[src/rtl/abs_mem_pkg.sv]
// ============================================================================
// abs_mem_pkg : default parameters and width helpers for abs_tracked_memory
// Revision    : 1.0
// ============================================================================
`default_nettype none

package abs_mem_pkg;

  localparam int DEF_ASIZE  = 8;
  localparam int DEF_DSIZE  = 8;
  localparam int DEF_NSLOTS = 4;
  localparam int DEF_RD_REG = 0;

  // A single slot still needs a one-bit index so the victim pointer has a legal type.
  function automatic int idx_width(input int n);
    return (n > 1) ? $clog2(n) : 1;
  endfunction

  function automatic int occ_width(input int n);
    return $clog2(n + 1);
  endfunction

endpackage

`default_nettype wire

[src/rtl/abs_mem_slot.sv]
// ============================================================================
// abs_mem_slot : one tracked entry (valid/tag/data) with its tag comparator
// Revision     : 1.0
// ============================================================================
`default_nettype none

module abs_mem_slot
  import abs_mem_pkg::*;
#(
  parameter int ASIZE = DEF_ASIZE,
  parameter int DSIZE = DEF_DSIZE
) (
  input  logic             clk,
  input  logic             rst,
  input  logic             load,
  input  logic [ASIZE-1:0] load_tag,
  input  logic [DSIZE-1:0] load_data,
  input  logic [ASIZE-1:0] cmp_addr,
  output logic             valid,
  output logic [DSIZE-1:0] data,
  output logic             match
);

  logic             r_valid;
  logic [ASIZE-1:0] r_tag;
  logic [DSIZE-1:0] r_data;

  always_ff @(posedge clk) begin
    if (rst) begin
      r_valid <= 1'b0;
    end else if (load) begin
      r_valid <= 1'b1;
    end
  end

  // Tag and data are deliberately left out of reset; valid alone qualifies them.
  always_ff @(posedge clk) begin
    if (load) begin
      r_tag  <= load_tag;
      r_data <= load_data;
    end
  end

  assign valid = r_valid;
  assign data  = r_data;
  assign match = r_valid && (r_tag == cmp_addr);

endmodule

`default_nettype wire

[src/rtl/abs_tracked_memory.sv]
// ============================================================================
// abs_tracked_memory : abstract memory tracking NSLOTS addresses, free data elsewhere
// Revision           : 1.0
// ============================================================================
`default_nettype none

module abs_tracked_memory
  import abs_mem_pkg::*;
#(
  parameter int ASIZE  = DEF_ASIZE,
  parameter int DSIZE  = DEF_DSIZE,
  parameter int NSLOTS = DEF_NSLOTS,
  parameter int RD_REG = DEF_RD_REG
) (
  input  logic                            clk,
  input  logic                            rst,
  input  logic                            we,
  input  logic [ASIZE-1:0]                addr,
  input  logic [DSIZE-1:0]                mem_in,
  input  logic [DSIZE-1:0]                free_data,
  output logic [DSIZE-1:0]                mem_out,
  output logic                            hit,
  output logic                            evict,
  output logic [occ_width(NSLOTS)-1:0]    occupancy,
  output logic                            full
);

  localparam int IW = idx_width(NSLOTS);
  localparam int OW = occ_width(NSLOTS);
  localparam logic [OW-1:0] C_NSLOTS_OCC = OW'(NSLOTS);
  localparam logic [IW-1:0] C_LAST_IDX   = IW'(NSLOTS - 1);

  logic [NSLOTS-1:0] w_valid;
  logic [NSLOTS-1:0] w_match;
  logic [NSLOTS-1:0] w_load;
  logic [DSIZE-1:0]  w_slot_data [NSLOTS];

  logic [IW-1:0]     w_free_idx;
  logic [DSIZE-1:0]  w_rdata;
  logic              w_hit;
  logic              w_wr;
  logic              w_alloc;
  logic              w_replace;
  logic [OW-1:0]     w_occ_inc;

  logic [OW-1:0]     r_occ;
  logic              r_full;
  logic              r_evict;
  logic [IW-1:0]     r_victim;

  generate
    for (genvar gi = 0; gi < NSLOTS; gi++) begin : g_slot
      abs_mem_slot #(
        .ASIZE (ASIZE),
        .DSIZE (DSIZE)
      ) u_slot (
        .clk       (clk),
        .rst       (rst),
        .load      (w_load[gi]),
        .load_tag  (addr),
        .load_data (mem_in),
        .cmp_addr  (addr),
        .valid     (w_valid[gi]),
        .data      (w_slot_data[gi]),
        .match     (w_match[gi])
      );
    end
  endgenerate

  // Lowest-index invalid slot; scanning downward lets the lowest index win.
  always_comb begin
    w_free_idx = '0;
    for (int i = NSLOTS - 1; i >= 0; i--) begin
      if (!w_valid[i]) begin
        w_free_idx = IW'(i);
      end
    end
  end

  // Tags are unique, so at most one match bit is set and an OR-reduce is exact.
  always_comb begin
    w_rdata = '0;
    for (int i = 0; i < NSLOTS; i++) begin
      w_rdata = w_rdata | (w_slot_data[i] & {DSIZE{w_match[i]}});
    end
  end

  assign w_hit     = |w_match;
  assign w_wr      = we && !rst;
  assign w_alloc   = w_wr && !w_hit && !r_full;
  assign w_replace = w_wr && !w_hit && r_full;
  assign w_occ_inc = r_occ + OW'(1);

  always_comb begin
    w_load = '0;
    for (int i = 0; i < NSLOTS; i++) begin
      if (w_wr) begin
        if (w_hit) begin
          w_load[i] = w_match[i];
        end else if (!r_full) begin
          w_load[i] = (IW'(i) == w_free_idx);
        end else begin
          w_load[i] = (IW'(i) == r_victim);
        end
      end
    end
  end

  always_ff @(posedge clk) begin
    if (rst) begin
      r_occ    <= '0;
      r_full   <= 1'b0;
      r_evict  <= 1'b0;
      r_victim <= '0;
    end else begin
      r_evict <= w_replace;
      if (w_alloc) begin
        r_occ  <= w_occ_inc;
        r_full <= (w_occ_inc == C_NSLOTS_OCC);
      end
      if (w_replace) begin
        r_victim <= (r_victim == C_LAST_IDX) ? '0 : r_victim + IW'(1);
      end
    end
  end

  assign occupancy = r_occ;
  assign full      = r_full;
  assign evict     = r_evict;

  generate
    if (RD_REG != 0) begin : g_rd_reg
      logic [DSIZE-1:0] r_mem_out;
      logic             r_hit;

      always_ff @(posedge clk) begin
        if (rst) begin
          r_mem_out <= '0;
          r_hit     <= 1'b0;
        end else begin
          r_mem_out <= w_hit ? w_rdata : free_data;
          r_hit     <= w_hit;
        end
      end

      assign mem_out = r_mem_out;
      assign hit     = r_hit;
    end else begin : g_rd_comb
      assign mem_out = w_hit ? w_rdata : free_data;
      assign hit     = w_hit;
    end
  endgenerate

endmodule

`default_nettype wire
[config.mk]
export PLATFORM = sky130hd
export DESIGN_NAME = abs_tracked_memory
export DESIGN_NICKNAME = d
export VERILOG_FILES = /design/src/rtl/abs_mem_pkg.sv /design/src/rtl/abs_mem_slot.sv /design/src/rtl/abs_tracked_memory.sv
export SDC_FILE = /design/constraint.sdc
export NUM_CORES = 1
export LEC_CHECK = 0
export ABC_AREA = 1
export CAP_MARGIN = 20
export CORE_MARGIN = 2
export CORE_UTILIZATION = 40
export DETAILED_ROUTE_END_ITERATION = 10
export GPL_TIMING_DRIVEN = 0
export PLACE_DENSITY = 0.59
export SLEW_MARGIN = 20
export SYNTH_ARGS = -nofsm -noshare
export SYNTH_HDL_FRONTEND = slang
export SYNTH_SLANG_ARGS = --single-unit
export TNS_END_PERCENT = 20
[constraint.sdc]
create_clock -name clk -period 2.2 [get_ports clk]
set_input_delay 0.44 -clock clk [delete_from_list [all_inputs] [get_ports clk]]
set_output_delay 0.44 -clock clk [all_outputs]
set_load 0.05 [all_outputs]
## Word level (Yosys, flattened, before mapping)

Cells that the tools add are included.

| cells by class | value |
|---|---|
| add/subtract/negate cells | 2 |
| equality and inequality tests | 12 |
| mux-type cells | 18 |
| bitwise logic cells | 7 |
| reduce and logical (&&, ||, !) cells | 14 |

Operator list:

| cell | count |
|---|---|
| AND 8 bit | 4 |
| equality test 8 bit | 4 |
| bitwise OR 8 bit | 3 |
| two-way mux 1 bit | 12 |
| two-way mux 2 bit | 5 |
| equality test 2 bit (first input constant) | 4 |
| logical AND 1 bit | 8 |
| two-way mux 8 bit | 1 |
| equality test 1 x 2 -> 1 bit (first input constant) | 2 |
| zero test 2 bit | 2 |
| OR reduction 4 bit | 1 |
| adder 3 x 1 -> 3 bit (second input constant) | 1 |
| equality test 3 bit (second input constant) | 1 |
| zero test 1 bit | 3 |
| adder 2 x 1 -> 2 bit (second input constant) | 1 |
| equality test 2 bit (second input constant) | 1 |

| word-level totals | value |
|---|---|
| bits in registers | 75 |
| input port bits | 27 |
| output and inout bits | 14 |
| logic and storage cells | 69 |

## Logic depth before layout (Yosys ltp)

| depth | value |
|---|---|
| word-level depth | 8 |
| mapped depth | 13 |
| mapped depth without buffers | 13 |

## Cells and area by module

A second synthesis with hierarchy kept.

| second synthesis, totals | value |
|---|---|
| cells, all modules | 342 |
| area, all modules | 3403.3 µm² |

Modules (own cells, without submodules):

| module | instances | cells each | area an instance (µm²) | seq. area each (µm²) |
|---|---|---|---|---|
| abs_mem_slot | 4 | 54 | 658.1 | 500.5 |
| abs_tracked_memory | 1 | 126 | 770.7 | 140.1 |

## Least setup slack after synthesis

No wires, ideal clock.

| timing | value |
|---|---|
| path kind | register -> register |
| start point | register r_full (netlist: full) |
| end point | register g_slot[3].u_slot.r_data[0], enable pin |
| library setup time | 0.388 ns |
| arrival | 2.109 ns |
| data required time | 1.812 ns |
| setup slack | -0.298 ns |
| cell stages (with the launch flop) | 7 |
| path buffers | 0 |
| clock period less this slack | 2.498 ns |
| cells stage by stage | dfxtp_1 -> inv_1 -> o21ai_0 -> inv_1 -> nor2_1 -> a21oi_1 -> nor2_1 |

| between the ends | value |
|---|---|
| longest elaborated chain between the ends | 3 |

RTL lines:

| element | RTL line | RTL |
|---|---|---|
| from (decl) | abs_tracked_memory.sv:47 | `logic r_full;` |
| from (signal assigned) | abs_tracked_memory.sv:119 | `r_full <= (w_occ_inc == C_NSLOTS_OCC);` |
| two-way mux 1 bit | abs_tracked_memory.sv:100 | `end else if (!r_full) begin` |
| two-way mux 1 bit | abs_tracked_memory.sv:98 | `if (w_hit) begin` |
| two-way mux 1 bit | abs_tracked_memory.sv:97 | `if (w_wr) begin` |
| named net g_slot[3].u_slot.load | abs_mem_slot.sv:15 | `input logic load,` |
| to (signal assigned) | abs_mem_slot.sv:40 | `r_data <= load_data;` |
| to (decl) | abs_mem_slot.sv:26 | `logic [DSIZE-1:0] r_data;` |

The timed path passes the listed nets, and every way through them passes these cells.
A chain may end at the register's enable or synchronous reset.

## Worst setup path after layout

| timing | value |
|---|---|
| start point | register g_slot[1].u_slot.r_tag[6] |
| end point | output mem_out[4] |

| between the ends | value |
|---|---|
| longest elaborated chain between the ends | 7 |
| elaborated cells on any way between the ends | 8 |
| classes of those cells | eq/ne: 1; mux: 1; bitwise: 4; reduce/logical: 2 |

RTL lines:

| element | RTL line | RTL |
|---|---|---|
| from (decl) | abs_mem_slot.sv:25 | `logic [ASIZE-1:0] r_tag;` |
| from (signal assigned) | abs_mem_slot.sv:39 | `r_tag <= load_tag;` |
| equality test 8 bit (*) | abs_mem_slot.sv:46 | `assign match = r_valid && (r_tag == cmp_addr);` |
| logical AND 1 bit (*) | abs_mem_slot.sv:46 |  |
| AND 8 bit | abs_tracked_memory.sv:84 | `w_rdata = w_rdata \| (w_slot_data[i] & {DSIZE{w_match[i]}});` |
| bitwise OR 8 bit (3 in series) | abs_tracked_memory.sv:84 |  |
| two-way mux 8 bit (*) | abs_tracked_memory.sv:149 | `assign mem_out = w_hit ? w_rdata : free_data;` |
| to (decl) | abs_tracked_memory.sv:21 | `output logic [DSIZE-1:0] mem_out,` |

Every way passes the cells marked *; elsewhere a longest branch is shown, timed or not.

==> metrics <==
HPWL Detailed=5058 µm; initial core utilization=0.4122; final slew viol count=0; Yosys warning count=0; reg2reg end=g_slot[2].u_slot.r_tag[6]; Antenna Violating Nets Remaining=0; post-synth top area cell=edfxtp_1; num rows=34; # placed instances=535; fin cells=568; commonest non-fill, non-tap cells in the layout=nand2_1 (123), inv_1 (64), edfxtp_1 (64); Critical Path End=mem_out[4]; Sequential Power Share=0.488; post-synthesis net count=418; r2r setup slk=0.09 ns; die height=98.57 µm; RSZ-0062 raised after global routing=true; register area=2142 µm²; antenna cells=0; failing checks=negative setup slack; R2R Path Start=g_slot[1].u_slot.r_tag[6]; TNS Setup=-1.725 ns; CP startpoint kind=flop; synth top area cells=edfxtp_1 (54%), nand2_1 (14%), inv_1 (7.0%); critical path's top delay family=simple AND/OR/NAND/NOR gates; crit path cell chain=nand2_1, nand2_1, nor2_2, nand2_1, nor2_2, nand2_2, nand2_4, nor2_8, buf_12, nand2_4, nand4_1, buf_6; placed inst area=4120 µm²; commonest non-fill, non-tap cell in the layout=nand2_1; Worst path depth=12; worst path buffer plus inverter count=2; Worst Slack Setup Final=-0.2074 ns; layout cell share with drive strength beyond 1=0.2152; post-synthesis cell area=3577 µm²; largest stage delay on the critical path=0.39 ns; clock group share of total power=0.427; io pins=41; DIE WIDTH=98.57 µm; routed vias/inst=4.717; Root Buffer=clkbuf_8; Final period util=1.094; Slew HR=0.6702; clock tree buffer depth=2; Hold WS=0.3996 ns; crit end category=primary output; Multi-input gate area=1227 µm²; critical setup path kind=flop to primary output; clk sinks=75; number of port buffers=40; Routed WL=7766 µm; GPL Wtd Cong=0.7814; leakage=1.967 nW; fmax=415.4 MHz; total track usage=0.1649; slowest cell on the critical path=edfxtp_1; full die area=9715 µm²; grt ovf=0; Required @ worst endpoint=1.76 ns; total number of vias=2679; # nets final=487; Yosys reg bits=75; initial antenna violation count=0; combinational share of power=0.085; Fin. Hold Viols=0; Switch Pwr=697.6 µW; vias in the first global route=2581; Yosys cell types=29; Sw Ratio=0.2153; Starting DRT DRC Count=191; first-pass GRT wire length=12420 µm; actual transition at the worst max-transition pin=0.4931 ns; final routed DRC violation total=0; Setup Viol. Count Final=9; number of CTS-inserted buffers=9; Post-Layout Inst Area=4669 µm²; fill cell count=800; htree depth=3; status=complete, but fails checks; CTS tree=done; Clk Latency, worst-skew pair=0.35 ns; Pint=2.542 mW; HP Class=primary input to flop; largest net degree at the start of global routing=17; Syn Area/Cell=9.243 µm²; crit path from=g_slot[1].u_slot.r_tag[6]; Layout area overhead=30.54%; CTS clk-pin slew, worst paths=0.08 ns; Worst Skew=0.01257 ns; 1st-pass router iterations=4; cell mode on critical path=nand2_1; worst reg2reg path depth=11; core area=8678 µm²; Peak supply drop=0.5469 mV; post-synth top area share=0.5373; sequential-to-total area share from yosys stat=0.5988; DR WL/cell=13.67 µm; Tmin final=2.407 ns; Post-Syn Instances=387; crit path max fanout=5; setup slack at placement=-1.359 ns; WP data arrival=1.97 ns; max-cap violations=0; power density cells=693.8 nW/µm²
flip-flops by register name, summed over array words and instances, names as in the netlist:
signal	count
occupancy	3
full	1
g_slot.u_slot.valid	4
evict	1
r_victim	2
g_slot.u_slot.r_tag	32
g_slot.u_slot.data	32
synthesized netlist by cell type (all sizes together):
library cell,number
buf,1
nand4,10
nor2b,1
xnor2,4
or2,1
dfxtp,11
edfxtp,64
a21oi,10
o21ai,19
nand3,17
clkinv,1
inv,76
nor2,27
xor2,1
nand2,136
a21boi,1
ha,4
nor3,3
how the worst min path moves through the flow:
stage                     depth (start not counted)              startpoint                        end  slack (ns)
after floorplan                                   2  g_slot[3].u_slot.valid     g_slot[3].u_slot.valid        0.43
after global placement                            2  g_slot[3].u_slot.valid     g_slot[3].u_slot.valid        0.45
after detailed placement                          2  g_slot[3].u_slot.valid     g_slot[3].u_slot.valid        0.46
after CTS                                         1                 addr[5]  g_slot[2].u_slot.r_tag[5]        0.40
after global routing                              1                 addr[5]  g_slot[2].u_slot.r_tag[5]        0.41
final                                             1                 addr[5]  g_slot[3].u_slot.r_tag[5]        0.40
metrics by stage:
| stage | power, mW | utilization |
|---|---|---|
| 3_5_place_dp | 1.870 | 0.4748 |
| 4_1_cts | 3.253 | 0.5277 |
| 6_report | 3.240 | 0.5381 |
| 5_1_grt | 3.345 | 0.5381 |
| 2_1_floorplan | 1.748 | - |
| 3_3_place_gp | 1.866 | 0.4748 |
cell families after synthesis:
group / Yosys count / share of synthesized area
and+or+nand+nor: 195 / 0.2448
buffers and inverters: 78 / 0.08639
DFF: 75 / 0.5988
AOI/OAI and AO/OA: 30 / 0.04372
xor gates and xnor gates: 5 / 0.01224
adders and majority gates: 4 / 0.01399
layer usage:
metal,share of wire,vias up,track usage
met2,0.50,49,0.2831
met1,0.45,1247,0.2047
met4,0.017,0,0.07376
met5,0,-,0
li1,-,1371,-
met3,0.037,12,0.02766
power by group through the flow:
stage	Clock, mW	Combinational (mW)	Sequential [mW]
finish	1.38	0.275	1.58
global route	1.46	0.301	1.58
CTS	1.40	0.270	1.58
detailed placement	0	0.256	1.61
global placement	0	0.253	1.61
floorplan	0	0.129	1.62
final cells by class:
| class | instances | area share |
|---|---|---|
| clock buffer | 9 | 0.02653 |
| tap | 108 | 0.02894 |
| inverter | 77 | 0.06538 |
| sequential | 75 | 0.4587 |
| clock inverter | 6 | 0.02947 |
| timing repair buffer | 58 | 0.1238 |
| multi-input combinational | 234 | 0.2629 |
| buffer | 1 | 0.004287 |
repair_timing:
action                                  4_1_cts  5_1_grt
pin swaps                                    16       17
cloned                                        1        0
setup buffers                                12        5
gates resized for setup                     126       16
hold buffers                                  0        0
endpoints found under the hold margin         0        0
endpoints found under the setup margin       74       57
No activity file was read; power rests on OpenSTA's default activity.
